$ cat src/rtl/seq_subtractor_pkg.sv
// Shared types and elaboration helpers for the slice-serial subtractor.
package seq_subtractor_pkg;

   typedef enum logic [1:0] {
      IDLE,
      RUN,
      DONE
   } state_e;

   function automatic int unsigned num_slices(input int unsigned width, input int unsigned slice);
      return (slice == 0) ? 1 : width / slice;
   endfunction

   function automatic int unsigned cnt_width(input int unsigned n);
      return (n <= 1) ? 1 : $clog2(n);
   endfunction

endpackage

$ cat src/rtl/seq_subtractor_slice.sv
// Combinational SLICE-bit ripple of full-subtractor cells: d = x - y - bin.
module subtractor_slice #(
   parameter int unsigned SLICE = 4
) (
   input  logic [SLICE-1:0] x,
   input  logic [SLICE-1:0] y,
   input  logic             bin,
   output logic [SLICE-1:0] d,
   output logic             bout
);

   logic [SLICE:0] bw;

   assign bw[0] = bin;

   for (genvar i = 0; i < SLICE; i++) begin : g_cell
      assign d[i]    = x[i] ^ y[i] ^ bw[i];
      assign bw[i+1] = (~x[i] & y[i]) | (~(x[i] ^ y[i]) & bw[i]);
   end

   assign bout = bw[SLICE];

endmodule

$ cat src/rtl/seq_subtractor.sv
// Multi-cycle a - b - borrow_in, SLICE bits per clock LSB first, with
// optional saturate-at-zero and a registered zero flag.
module seq_subtractor
   import seq_subtractor_pkg::*;
#(
   parameter int unsigned WIDTH = 16,
   parameter int unsigned SLICE = 4
) (
   input  logic             clk,
   input  logic             rst_n,
   input  logic             in_valid,
   output logic             in_ready,
   input  logic [WIDTH-1:0] a,
   input  logic [WIDTH-1:0] b,
   input  logic             borrow_in,
   input  logic             saturate,
   output logic             out_valid,
   input  logic             out_ready,
   output logic [WIDTH-1:0] diff,
   output logic             borrow_out,
   output logic             zero
);

   localparam int unsigned N  = num_slices(WIDTH, SLICE);
   localparam int unsigned CW = cnt_width(N);
   localparam logic [CW-1:0] LAST = CW'(N - 1);

   if (SLICE < 1 || (WIDTH % SLICE) != 0) begin : g_bad_cfg
      $error("seq_subtractor: WIDTH must be a non-zero multiple of SLICE");
   end

   state_e           state_q, state_d;
   logic [CW-1:0]    cnt_q, cnt_d;
   logic [WIDTH-1:0] a_q, a_d, b_q, b_d;
   logic [WIDTH-1:0] diff_q, diff_d;
   logic             bor_q, bor_d, sat_q, sat_d;
   logic             bout_q, bout_d, zero_q, zero_d;

   logic [SLICE-1:0] sl_d;
   logic             sl_bout;
   logic [WIDTH-1:0] shifted;

   subtractor_slice #(.SLICE(SLICE)) u_slice (
      .x    (a_q[SLICE-1:0]),
      .y    (b_q[SLICE-1:0]),
      .bin  (bor_q),
      .d    (sl_d),
      .bout (sl_bout)
   );

   // Operands shift right each RUN cycle; result slices enter from the top so
   // slice 0 ends up in the low bits after N cycles.
   assign shifted = (diff_q >> SLICE) | (WIDTH'(sl_d) << (WIDTH - SLICE));

   always_comb begin
      state_d   = state_q;
      cnt_d     = cnt_q;
      a_d       = a_q;
      b_d       = b_q;
      bor_d     = bor_q;
      sat_d     = sat_q;
      diff_d    = diff_q;
      bout_d    = bout_q;
      zero_d    = zero_q;
      in_ready  = 1'b0;
      out_valid = 1'b0;
      case (state_q)
         IDLE: begin
            in_ready = 1'b1;
            if (in_valid) begin
               a_d     = a;
               b_d     = b;
               bor_d   = borrow_in;
               sat_d   = saturate;
               diff_d  = '0;
               bout_d  = 1'b0;
               zero_d  = 1'b0;
               cnt_d   = '0;
               state_d = RUN;
            end
         end
         RUN: begin
            a_d    = a_q >> SLICE;
            b_d    = b_q >> SLICE;
            bor_d  = sl_bout;
            diff_d = shifted;
            cnt_d  = cnt_q + CW'(1);
            if (cnt_q == LAST) begin
               bout_d = sl_bout;
               if (sat_q && sl_bout) begin
                  diff_d = '0;
               end
               zero_d  = (diff_d == '0);
               cnt_d   = '0;
               state_d = DONE;
            end
         end
         DONE: begin
            out_valid = 1'b1;
            if (out_ready) begin
               state_d = IDLE;
            end
         end
         default: state_d = IDLE;
      endcase
   end

   always_ff @(posedge clk or negedge rst_n) begin
      if (!rst_n) begin
         state_q <= IDLE;
         cnt_q   <= '0;
         a_q     <= '0;
         b_q     <= '0;
         bor_q   <= 1'b0;
         sat_q   <= 1'b0;
         diff_q  <= '0;
         bout_q  <= 1'b0;
         zero_q  <= 1'b0;
      end else begin
         state_q <= state_d;
         cnt_q   <= cnt_d;
         a_q     <= a_d;
         b_q     <= b_d;
         bor_q   <= bor_d;
         sat_q   <= sat_d;
         diff_q  <= diff_d;
         bout_q  <= bout_d;
         zero_q  <= zero_d;
      end
   end

   assign diff       = diff_q;
   assign borrow_out = bout_q;
   assign zero       = zero_q;

endmodule

$ cat config.mk
export PLATFORM = sky130hd
export DESIGN_NAME = seq_subtractor
export DESIGN_NICKNAME = d
export VERILOG_FILES = /design/src/rtl/seq_subtractor_pkg.sv /design/src/rtl/seq_subtractor_slice.sv /design/src/rtl/seq_subtractor.sv
export SDC_FILE = /design/constraint.sdc
export NUM_CORES = 1
export LEC_CHECK = 0
export ABC_AREA = 1
export CAP_MARGIN = 25
export CELL_PAD_IN_SITES_DETAIL_PLACEMENT = 2
export CELL_PAD_IN_SITES_GLOBAL_PLACEMENT = 2
export CORE_MARGIN = 2
export CORE_UTILIZATION = 30
export CTS_CLUSTER_DIAMETER = 200
export DETAILED_ROUTE_END_ITERATION = 7
export GPL_TIMING_DRIVEN = 0
export PLACE_DENSITY_LB_ADDON = 0.1
export SLEW_MARGIN = 20
export SYNTH_ARGS = -nofsm -noshare
export SYNTH_HDL_FRONTEND = slang
export SYNTH_SLANG_ARGS = --single-unit
$ cat constraint.sdc
create_clock -name clk -period 3.3 [get_ports clk]
set_input_delay 0.33 -clock clk [delete_from_list [all_inputs] [get_ports clk]]
set_output_delay 0.33 -clock clk [all_outputs]
set_load 0.02 [all_outputs]
After elaboration in Yosys (flattened, before gate mapping)
Index checks and enable logic that the tools add are counted.

storage, ports and cells
  output and inout port bits = 20
  bits in registers = 56
  word-level logic and storage cells = 79
  input bits = 38

cells by class
  reduce and logical (&&, ||, !) cells = 8
  bitwise gates (word level) = 29
  $add $sub $neg = 1
  equal/unequal tests = 6
  muxes and demuxes = 26

operator list
  kind                                                              count
  16-bit 2-to-1 mux                                                 7
  16-bit one-hot mux with 2 select lines                            3
  16-bit zero test                                                  1
  12-bit by 16-bit OR with 16-bit output                            1
  2-bit 2-to-1 mux                                                  5
  1-bit bitwise AND                                                 8
  1-bit NOT                                                         8
  1-bit bitwise XOR                                                 8
  1-bit 2-to-1 mux                                                  6
  2-bit inequality test (second input constant)                     3
  1-bit one-hot mux with 2 select lines                             3
  2-bit one-hot mux with 3 select lines                             1
  3-bit AND reduction                                               2
  2-bit == test (second input constant)                             2
  1-bit OR                                                          4
  2-bit one-hot mux with 2 select lines                             1
  2-bit AND reduction                                               2
  2-bit by 1-bit adder with 2-bit output (second input constant)    1
  2-bit by 1-bit == test with 1-bit output (second input constant)  1
  2-bit zero test                                                   1
  2-bit nonzero test                                                1
  1-bit logical AND                                                 1

Depth between registers and ports, before layout
Gate-level depths: netlist (run 1).

  depth in word-level cells = 17
  depth in mapped cells = 15
  mapped depth without buffers = 15

By module
A second synthesis (run 1) with hierarchy kept.

unflattened totals
  cells, all modules = 329
  area, all modules = 2,648.8 µm²

modules (own cells, without submodules)
  module            cells an instance  area an instance (µm²)  seq. area each (µm²)  times used
  seq_subtractor    315                2,531.2                 1,401.3               1
  subtractor_slice  14                 117.6                   0.0                   1

Least setup slack after synthesis (run 1)
No wires, ideal clock.

  path type = flip-flop to flip-flop
  from = reg a_q[0]
  to = reg diff_q[10], in the netlist diff[10]
  clock period less this slack = 2.334 ns
  data required time = 3.183 ns
  setup time = 0.117 ns
  arrival = 2.216 ns
  slack = 0.966 ns
  cell stages (with the launch flop) = 14
  path buffers = 1
  cell sequence = dfrtp_1 -> inv_1 -> fa_1 -> inv_1 -> fa_1 -> inv_1 -> fa_1 -> inv_1 -> fa_1 -> nor2_1 -> nand2_1 -> clkbuf_1 -> nand3_1 -> nand2_1

between the ends
  longest elaborated chain between the ends = 16
  elaborated cells on any way between the ends = 18
  classes of those cells = 5 x mux; 12 x bitwise; 1 x reduce/logical

RTL lines
  element                                   line                        source
  start: declaration                        seq_subtractor.sv:34        logic [WIDTH-1:0] a_q, a_d, b_q, b_d;
  start signal: assignment                  seq_subtractor.sv:112       a_q <= '0;
  start signal: assignment                  seq_subtractor.sv:122       a_q <= a_d;
  1-bit bitwise XOR                         seq_subtractor_slice.sv:18  assign bw[i+1] = (~x[i] & y[i]) | (~(x[i] ^ y[i]) & bw[i]);
  1-bit NOT                                 seq_subtractor_slice.sv:18
  1-bit bitwise AND                         seq_subtractor_slice.sv:18
  1-bit OR *                                seq_subtractor_slice.sv:18
  1-bit bitwise AND *                       seq_subtractor_slice.sv:18
  1-bit OR *                                seq_subtractor_slice.sv:18
  1-bit bitwise AND *                       seq_subtractor_slice.sv:18
  1-bit OR *                                seq_subtractor_slice.sv:18
  1-bit bitwise AND *                       seq_subtractor_slice.sv:18
  1-bit OR *                                seq_subtractor_slice.sv:18
  1-bit logical AND *                       seq_subtractor.sv:90        if (sat_q && sl_bout) begin
  16-bit 2-to-1 mux *                       seq_subtractor.sv:90
  16-bit 2-to-1 mux *                       seq_subtractor.sv:88        if (cnt_q == LAST) begin
  16-bit 2-to-1 mux *                       seq_subtractor.sv:67        case (state_q)
  16-bit 2-to-1 mux *                       seq_subtractor.sv:88
  16-bit one-hot mux with 2 select lines *  seq_subtractor.sv:67
  end signal: assignment                    seq_subtractor.sv:126       diff_q <= diff_d;
  end: declaration                          seq_subtractor.sv:35        logic [WIDTH-1:0] diff_q, diff_d;

Every way passes the cells marked *; elsewhere a longest branch is shown, timed or not. The select of a mux whose other input is x is not followed.
A chain may end at the register's enable or synchronous reset.

Worst setup path in the final report (run 1)
  from = reg a_q[0]
  to = reg diff_q[5], in the netlist diff[5]

The elaborated chain is that of the path after synthesis.

==> key figures, run 1 <==
GRT
  – First-pass GRT wire length: 12800 um
  – Number of antenna violations at the first check in global routing: 0
  – Largest net degree at the start of global routing: 36
  – GRT overflow: 0
  – Vias in the first global route: 2644
  – Overall track demand over capacity in global routing: 16.1%

Critical path
  – Critical R2R Launch: a_q[0]
  – Worst EP arrival: 2.97 ns
  – Slowest cell delay on critical path: between 0.3 and 0.4 ns
  – Combined buffer and inverter count along the critical path: 5
  – Critical-path maximum fanout: 10
  – Worst setup path category: register to register
  – Category of the worst setup path launch point: register
  – Required time at the endpoint of the critical path: 3.51 ns
  – List of cells traversed by the critical path: inv_1 > fa_1 > inv_1 > fa_1 > inv_1 > fa_1 > inv_1 > fa_1 > nor2_1 > nand2_1 > clkbuf_1 > nand3_1 > nand2_1
  – Endpoint type of the worst setup path: register
  – Setup crit start: a_q[0]
  – Largest delay contributor family on the critical path: adder cells
  – Cell at the slowest stage of the critical path: sky130_fd_sc_hd__fa_1

Finish
  – Proportion of layout cells with a drive suffix above 1: 18.6%
  – Most common library cell in the layout ignoring fill and taps: sky130_fd_sc_hd__nand2_1
  – Final core utilization: 39.7%
  – Diodes inserted: 0
  – Final layout net count: approximately 430
  – Most frequent cells in the layout: sky130_fd_sc_hd__nand2_1 (98), sky130_fd_sc_hd__dfrtp_1 (56), sky130_fd_sc_hd__clkdlybuf4s50_1 (56), sky130_fd_sc_hd__inv_1 (38), sky130_fd_sc_hd__o21ai_2 (28)
  – P&R area growth vs syn: 29.4%
  – Filler cells: 1042

Clocking
  – Maximum level of the CTS H-tree: 2
  – Clock buffers created by TritonCTS: 5
  – Post-CTS setup buffer count: 0
  – Clock Latency Late Sink: 0.31 ns
  – TritonCTS sink count: 56
  – Number of buffers on the longest clock path: 2
  – Clock root buffer master: sky130_fd_sc_hd__clkbuf_8
  – Worst-path clk slew: 0.10 ns
  – CTS tree: yes

Routing
  – Via/cell ratio: 4.67
  – Aggregate routed wire length: 7150 um
  – Detailed-route wire length per cell: approximately 14 um
  – DR DRC count: 0
  – Vias: 2347
  – First-iteration detailed-routing DRC count: 31
  – Pre-Repair DR Iteration Count: 4
  – Remaining antenna violation count after routing: 0

Placement
  – Post-detail-place hpwl: 5400 um
  – Buffers added on ports: 57
  – Final weighted congestion in routability-driven placement: 0.701
  – Setup WS pre-CTS: between 0.4 and 0.5 ns

Timing
  – Final hold violation count: 0
  – Least-Margin Pin Slew: roughly 0.43 ns
  – Period utilisation layout: 83.7%
  – Slew Viols, Final: 0
  – Setup repair after global routing missed its margin: false
  – Final clock skew: 0.00617 ns
  – Top achievable clock speed: roughly 360 MHz
  – Number of setup violations in the final report: 0
  – Final setup margin: 0.539 ns
  – Max transition margin: 71.5%
  – Min Clock Period, post-route: 2.76 ns
  – Setup Total Neg Slack: 0 ns

Floorplanning
  – Effective utilization at floorplan: 30.7%
  – Area enclosed by the die boundary: 10200 um^2
  – Placeable core region: 9150 um^2
  – Site row count: 35
  – Die X-Extent: 101 um
  – Number of placed I/O pins: 58
  – Vertical extent of the die: a little over 100 um

Power and ir drop
  – Total power: 3.75 mW
  – Static Leak: roughly 1.7 nW
  – Total power divided by cell area: 1030 nW/um^2
  – Max IR drop VDD: between 0.0003 and 0.0004 V

Synth
  – Post-synthesis cell area: 2810 um^2
  – Unique cell type count in the Yosys netlist: 20
  – Area leader, netlist: sky130_fd_sc_hd__dfrtp_1
  – Mapped Avg Cell Area: 8.64 um^2
  – Yosys top cell area share: between 40% and 50%
  – Sequential area share after synthesis: approximately half
  – Synthesis-stage register bit count: 56
  – Syn. warnings: 0
  – Post-synthesis instance total: 325
  – Mapped Nets: 368
  – Biggest area contributors in the synthesized netlist: sky130_fd_sc_hd__dfrtp_1 (50%), sky130_fd_sc_hd__nand2_1 (13%), sky130_fd_sc_hd__o21ai_2 (8.7%)

Worst hold path
  – Worst min-delay path class: input pin to asynchronous set/reset pin

Status
  – Outcome: complete, no violations

Job
  – Max_cap viols: 0
[power by group]
part | internal [mW] | switching (mW)
clock network | 0.172 | 0.227
registers | 0.995 | 0.164
logic | 0.849 | 1.34
[layout make-up]
| cell class | count | area, um^2 | area share [%] |
|---|---|---|---|
| Buffer | 15 | 108 | 2.96 |
| Clock buffer | 8 | 90.1 | 2.48 |
| Inverter | 41 | 159 | 4.37 |
| Multi-Input combinational cell | 213 | 1140 | 31.4 |
| Sequential cell | 56 | 1400 | 38.5 |
| Tap cell | 111 | 139 | 3.82 |
| Timing Repair Buffer | 59 | 598 | 16.4 |
[synthesized netlist by cell type]
cell type / number
sky130_fd_sc_hd__buf_2: 5
sky130_fd_sc_hd__nor2_2: 1
sky130_fd_sc_hd__nand2_2: 19
sky130_fd_sc_hd__nor2_8: 1
sky130_fd_sc_hd__fa_1: 4
sky130_fd_sc_hd__dfrtp_1: 56
sky130_fd_sc_hd__buf_6: 5
sky130_fd_sc_hd__o21ai_0: 27
sky130_fd_sc_hd__nor2_1: 14
sky130_fd_sc_hd__clkbuf_1: 3
sky130_fd_sc_hd__inv_2: 1
sky130_fd_sc_hd__o21ai_2: 28
sky130_fd_sc_hd__inv_4: 2
sky130_fd_sc_hd__buf_4: 2
sky130_fd_sc_hd__o22ai_1: 1
sky130_fd_sc_hd__nand2_1: 98
sky130_fd_sc_hd__or2_2: 1
sky130_fd_sc_hd__inv_1: 38
sky130_fd_sc_hd__nand3_1: 18
sky130_fd_sc_hd__ha_1: 1
[repair_timing]
action	4_1_cts	5_1_grt
hold endpoints to repair	21	0
gates resized for setup	0	0
hold buffers	1	0
setup endpoints to repair	0	0
[through the flow]
stage | std cells | hold WS (ns) | area, um^2
after detailed placement | 494 | 0.249 | 3540
after floorplan | 325 | 0.0344 | 2810
after global routing | 503 | 0.459 | 3640
after CTS | 503 | 0.456 | 3640
final | 503 | 0.448 | 3640
after global placement | 493 | 0.453 | 3520
[registers in the layout (all words and copies together), names as in the netlist]
register,flops
state_q,2
zero,1
diff,16
bor_q,1
borrow_out,1
b_q,16
a_q,16
cnt_q,2
sat_q,1
[metal layers]
| layer | vias to the layer above | part of all wire, % | global-route usage [%] |
|---|---|---|---|
| li1 | 1133 | - | - |
| met1 | 1171 | 44 | 20.1 |
| met2 | 37 | 52 | 29.1 |
| met3 | 6 | 2.7 | 2.29 |
| met4 | 0 | 1.0 | 3.79 |
| met5 | - | 0 | 0 |
[path summary, 6_finish.rpt]
kind | to | slack, ns | depth (start not counted)
max | diff[5] | 0.54 | 13
min | diff[11] | 0.45 | 2
max reg2reg | diff[5] | 0.54 | 13
min reg2reg | diff[0] | 0.48 | 2
max in group asynchronous | b_q[6] | 2.36 | 3
min in group clk | diff[0] | 0.48 | 2
[logic make-up after synthesis]
kind of cell / after synthesis / synth area share (%)
and+or+nand+nor: 152 / 23.6
AOI/OAI and AO/OA: 56 / 13.8
buffers and inverters: 56 / 9.49
DFF: 56 / 49.9
adders and majority gates: 5 / 3.30
Power figures use the tool's default switching activity.
==> inputs of run 2 (changes only) <==
Settings changed: CORE_UTILIZATION 30 to 27.
Clock period 3.3 ns to 2.5 ns, I/O delays scaled along.
==> run 2 against run 1 <==
Compared with the run above: worst hold slack got worse by 0.11 ns; total power increased by 39%; utilization decreased by 3.0 points; design area increased by 3.3%; sequential power increased by 32%; die area increased by 11%; count of clock-buffer cells in the layout decreased by 1; final cell count increased by 5.6%; clock power increased by 66%; maximum frequency increased by 12%; largest cell class unchanged.
==> key figures, run 2 (synthesis results as in run 1) <==
GRT
  – Layer carrying the most global-route usage: met2 (unchanged)
  – Met3 track demand over resource in global routing: 2.45% (was 2.29%)
  – Number of antenna violations at the first check in global routing: 0 (unchanged)
  – Met2 demand-to-capacity share in global routing: 25.9% (was 29.1%)
  – Vias in the first global route: 2583 (was 2644)
  – First-pass GRT wire length: 13000 um (was 12800 um)
  – GRT overflow: 0 (unchanged)
  – Largest net degree at the start of global routing: 43 (was 36)
  – Overall track demand over capacity in global routing: 14.7% (was 16.1%)
  – Global-route track usage on met1: 18.9% (was 20.1%)

Finish
  – Final core utilization: 36.7% (was 39.7%)
  – Diodes inserted: 0 (unchanged)
  – Most frequent cells in the layout: sky130_fd_sc_hd__nand2_1 (97), sky130_fd_sc_hd__dfrtp_1 (56), sky130_fd_sc_hd__clkdlybuf4s50_1 (56), sky130_fd_sc_hd__inv_1 (34), sky130_fd_sc_hd__o21ai_2 (28) (was sky130_fd_sc_hd__nand2_1 (98), sky130_fd_sc_hd__dfrtp_1 (56), sky130_fd_sc_hd__clkdlybuf4s50_1 (56), sky130_fd_sc_hd__inv_1 (38), sky130_fd_sc_hd__o21ai_2 (28))
  – P&R area growth vs syn: 33.7% (was 29.4%)
  – Most common library cell in the layout ignoring fill and taps: sky130_fd_sc_hd__nand2_1 (unchanged)
  – Proportion of layout cells with a drive suffix above 1: 22.3% (was 18.6%)
  – Final layout net count: 437 (was 434)
  – Count of placed standard cells in the final layout, fillers left out: 531 (was 503)

Power and ir drop
  – Switching share of power: 45.0% (was 46.2%)
  – Share of power burned in the clock network: 12.8% (was 10.7%)
  – Combinational share of power: 57.9% (was 58.4%)
  – Max IR drop VDD: 0.000412 V (was 0.000306 V)
  – Sw power: 2.35 mW (was 1.73 mW)
  – Static Leak: 1.75 nW (was 1.72 nW)
  – Sequential share of power: 29.3% (was 30.9%)
  – Int Pwr: 2.87 mW (was 2.02 mW)
  – Total power: 5.22 mW (was 3.75 mW)
  – Total power divided by cell area: 1390 nW/um^2 (was 1030 nW/um^2)

Routing
  – DR DRC count: 0 (unchanged)
  – Pre-Repair DR Iteration Count: 4 (unchanged)
  – Via/cell ratio: 4.41 (was 4.67)
  – Detailed-route wire length per cell: 14.1 um (was 14.2 um)
  – First-iteration detailed-routing DRC count: 42 (was 31)
  – Aggregate routed wire length: 7510 um (was 7150 um)
  – Remaining antenna violation count after routing: 0 (unchanged)
  – Vias: 2343 (was 2347)

Clocking
  – Clock buffers created by TritonCTS: 5 (unchanged)
  – Clock Latency Late Sink: 0.31 ns (about the same)
  – Maximum level of the CTS H-tree: 2 (unchanged)
  – CTS tree: yes (unchanged)
  – Clock root buffer master: sky130_fd_sc_hd__clkbuf_8 (unchanged)
  – Number of buffers on the longest clock path: 2 (unchanged)
  – TritonCTS sink count: 56 (unchanged)
  – Worst-path clk slew: 0.10 ns (about the same)

Timing
  – Final hold violation count: 0 (unchanged)
  – Max transition margin: 69.1% (was 71.5%)
  – Setup repair after global routing missed its margin: true (was false)
  – Min Clock Period, post-route: 2.47 ns (was 2.76 ns)
  – Number of setup violations in the final report: 0 (unchanged)
  – Period utilisation layout: 98.6% (was 83.7%)
  – Final clock skew: 0.00590 ns (was 0.00617 ns)
  – Slew Viols, Final: 0 (unchanged)
  – Final setup margin: 0.0346 ns (was 0.539 ns)
  – Top achievable clock speed: 406 MHz (was 362 MHz)
  – Worst slack on hold paths: 0.336 ns (was 0.448 ns)
  – Least-Margin Pin Slew: 0.464 ns (was 0.428 ns)

Critical path
  – Category of the worst setup path launch point: register (unchanged)
  – Setup crit start: a_q[0] (unchanged)
  – Crit-path most repeated cell: sky130_fd_sc_hd__inv_2
  – Slowest cell delay on critical path: 0.46 ns (was 0.39 ns)
  – Cell at the slowest stage of the critical path: sky130_fd_sc_hd__fa_1 (unchanged)
  – List of cells traversed by the critical path: inv_2 > fa_2 > inv_2 > fa_2 > inv_2 > fa_2 > inv_2 > fa_1 > nor2_2 > nand2_2 > clkbuf_8 > nand3_1 > nand2_1 (was inv_1 > fa_1 > inv_1 > fa_1 > inv_1 > fa_1 > inv_1 > fa_1 > nor2_1 > nand2_1 > clkbuf_1 > nand3_1 > nand2_1)
  – Critical-path maximum fanout: 10 (unchanged)
  – Required time at the endpoint of the critical path: 2.71 ns (was 3.51 ns)
  – Worst setup path category: register to register (unchanged)
  – Worst EP arrival: 2.68 ns (was 2.97 ns)
  – Endpoint type of the worst setup path: register (unchanged)
  – Critical R2R Launch: a_q[0] (unchanged)

Placement
  – Setup WS pre-CTS: -0.300 ns (was 0.465 ns)
  – Buffers added on ports: 57 (unchanged)
  – Post-detail-place hpwl: 5530 um (was 5400 um)
  – Final weighted congestion in routability-driven placement: 0.682 (was 0.701)
  – # placed instances: 519 (was 494)

Job
  – Max_cap viols: 0 (unchanged)

Floorplanning
  – Die X-Extent: 106 um (was 101 um)
  – Number of placed I/O pins: 58 (unchanged)
  – Site row count: 37 (was 35)
  – Area enclosed by the die boundary: 11200 um^2 (was 10200 um^2)
  – Vertical extent of the die: 106 um (was 101 um)
  – Effective utilization at floorplan: 27.5% (was 30.7%)
  – Placeable core region: 10200 um^2 (was 9150 um^2)

Status
  – Outcome: complete, no violations (unchanged)

Worst hold path
  – Worst min-delay path class: input pin to asynchronous set/reset pin (unchanged)
run 2: cell count changes in the layout (fill, tap and decap cells not counted), sizes merged:
cell | previous run | this run
clkbuf | 11 | 10
bufinv | 0 | 1
buf | 14 | 17
run 2: critical path: cells and delay by family (launching register included):
kind	cells	cell delay, ns
buffers and inverters	5	0.42
adder cells (fa/ha/maj)	4	1.19
flip-flops	1	0.39
AND/OR/NAND/NOR	4	0.37
run 2: final cells by class:
cell class                 count  area, um^2
inverter                      41         159
multi-input combinational    213        1150
clock inverter                 1        30.0
tap                          136         170
timing repair buffer          62         628
sequential                    56        1400
fill                        1154        6470
buffer                        15         118
clock buffer                   7        96.3
run 2: what timing repair did:
| item | in CTS | in global routing |
|---|---|---|
| hold buffers | 1 | 0 |
| pin swaps | 4 | 2 |
| hold endpoints to repair | 14 | 0 |
| setup endpoints to repair | 11 | 17 |
| gates cloned | 0 | 0 |
| resized for setup | 12 | 0 |
| buffers inserted | 3 | 0 |
run 2: power by group through the flow:
| stage | clock network (mW) | logic (mW) | registers, mW |
|---|---|---|---|
| finish | 0.665 | 3.02 | 1.53 |
| global route | 0.724 | 3.47 | 1.59 |
| CTS | 0.690 | 3.12 | 1.54 |
| detailed placement | 0 | 3.02 | 1.56 |
| global placement | 0 | 2.92 | 1.54 |
| floorplan | 0 | 1.91 | 1.65 |
run 2: layer usage:
layer | wire (um) | share of wire, %
met1 | 3450 | 46
met2 | 3770 | 50
met3 | 226 | 3.0
met4 | 68 | 0.91
met5 | 0 | 0
run 2: final timing paths:
kind	end	slack, ns	depth (start not counted)
min reg2reg	diff[0]	0.48	2
min in group clk	b_q[15]	0.48	3
max reg2reg	diff[10]	0.03	13
max	diff[10]	0.03	13
max in group asynchronous	b_q[3]	1.66	3
min	state_q[1]	0.34	2
run 2: through the flow:
stage / TNS [ns] / area, um^2
6_report: 0 / 3760
2_1_floorplan: 0 / 2810
3_5_place_dp: -2.88 / 3570
4_1_cts: -0.000598 / 3760
3_3_place_gp: -54.20 / 3550
5_1_grt: -1.63 / 3760
==> inputs of run 3 (changes only) <==
Settings changed: CTS_CLUSTER_DIAMETER 200 to unset.
==> results of run 3 <==
No change in the layout: final DEF, timing and power equal those of run 2.
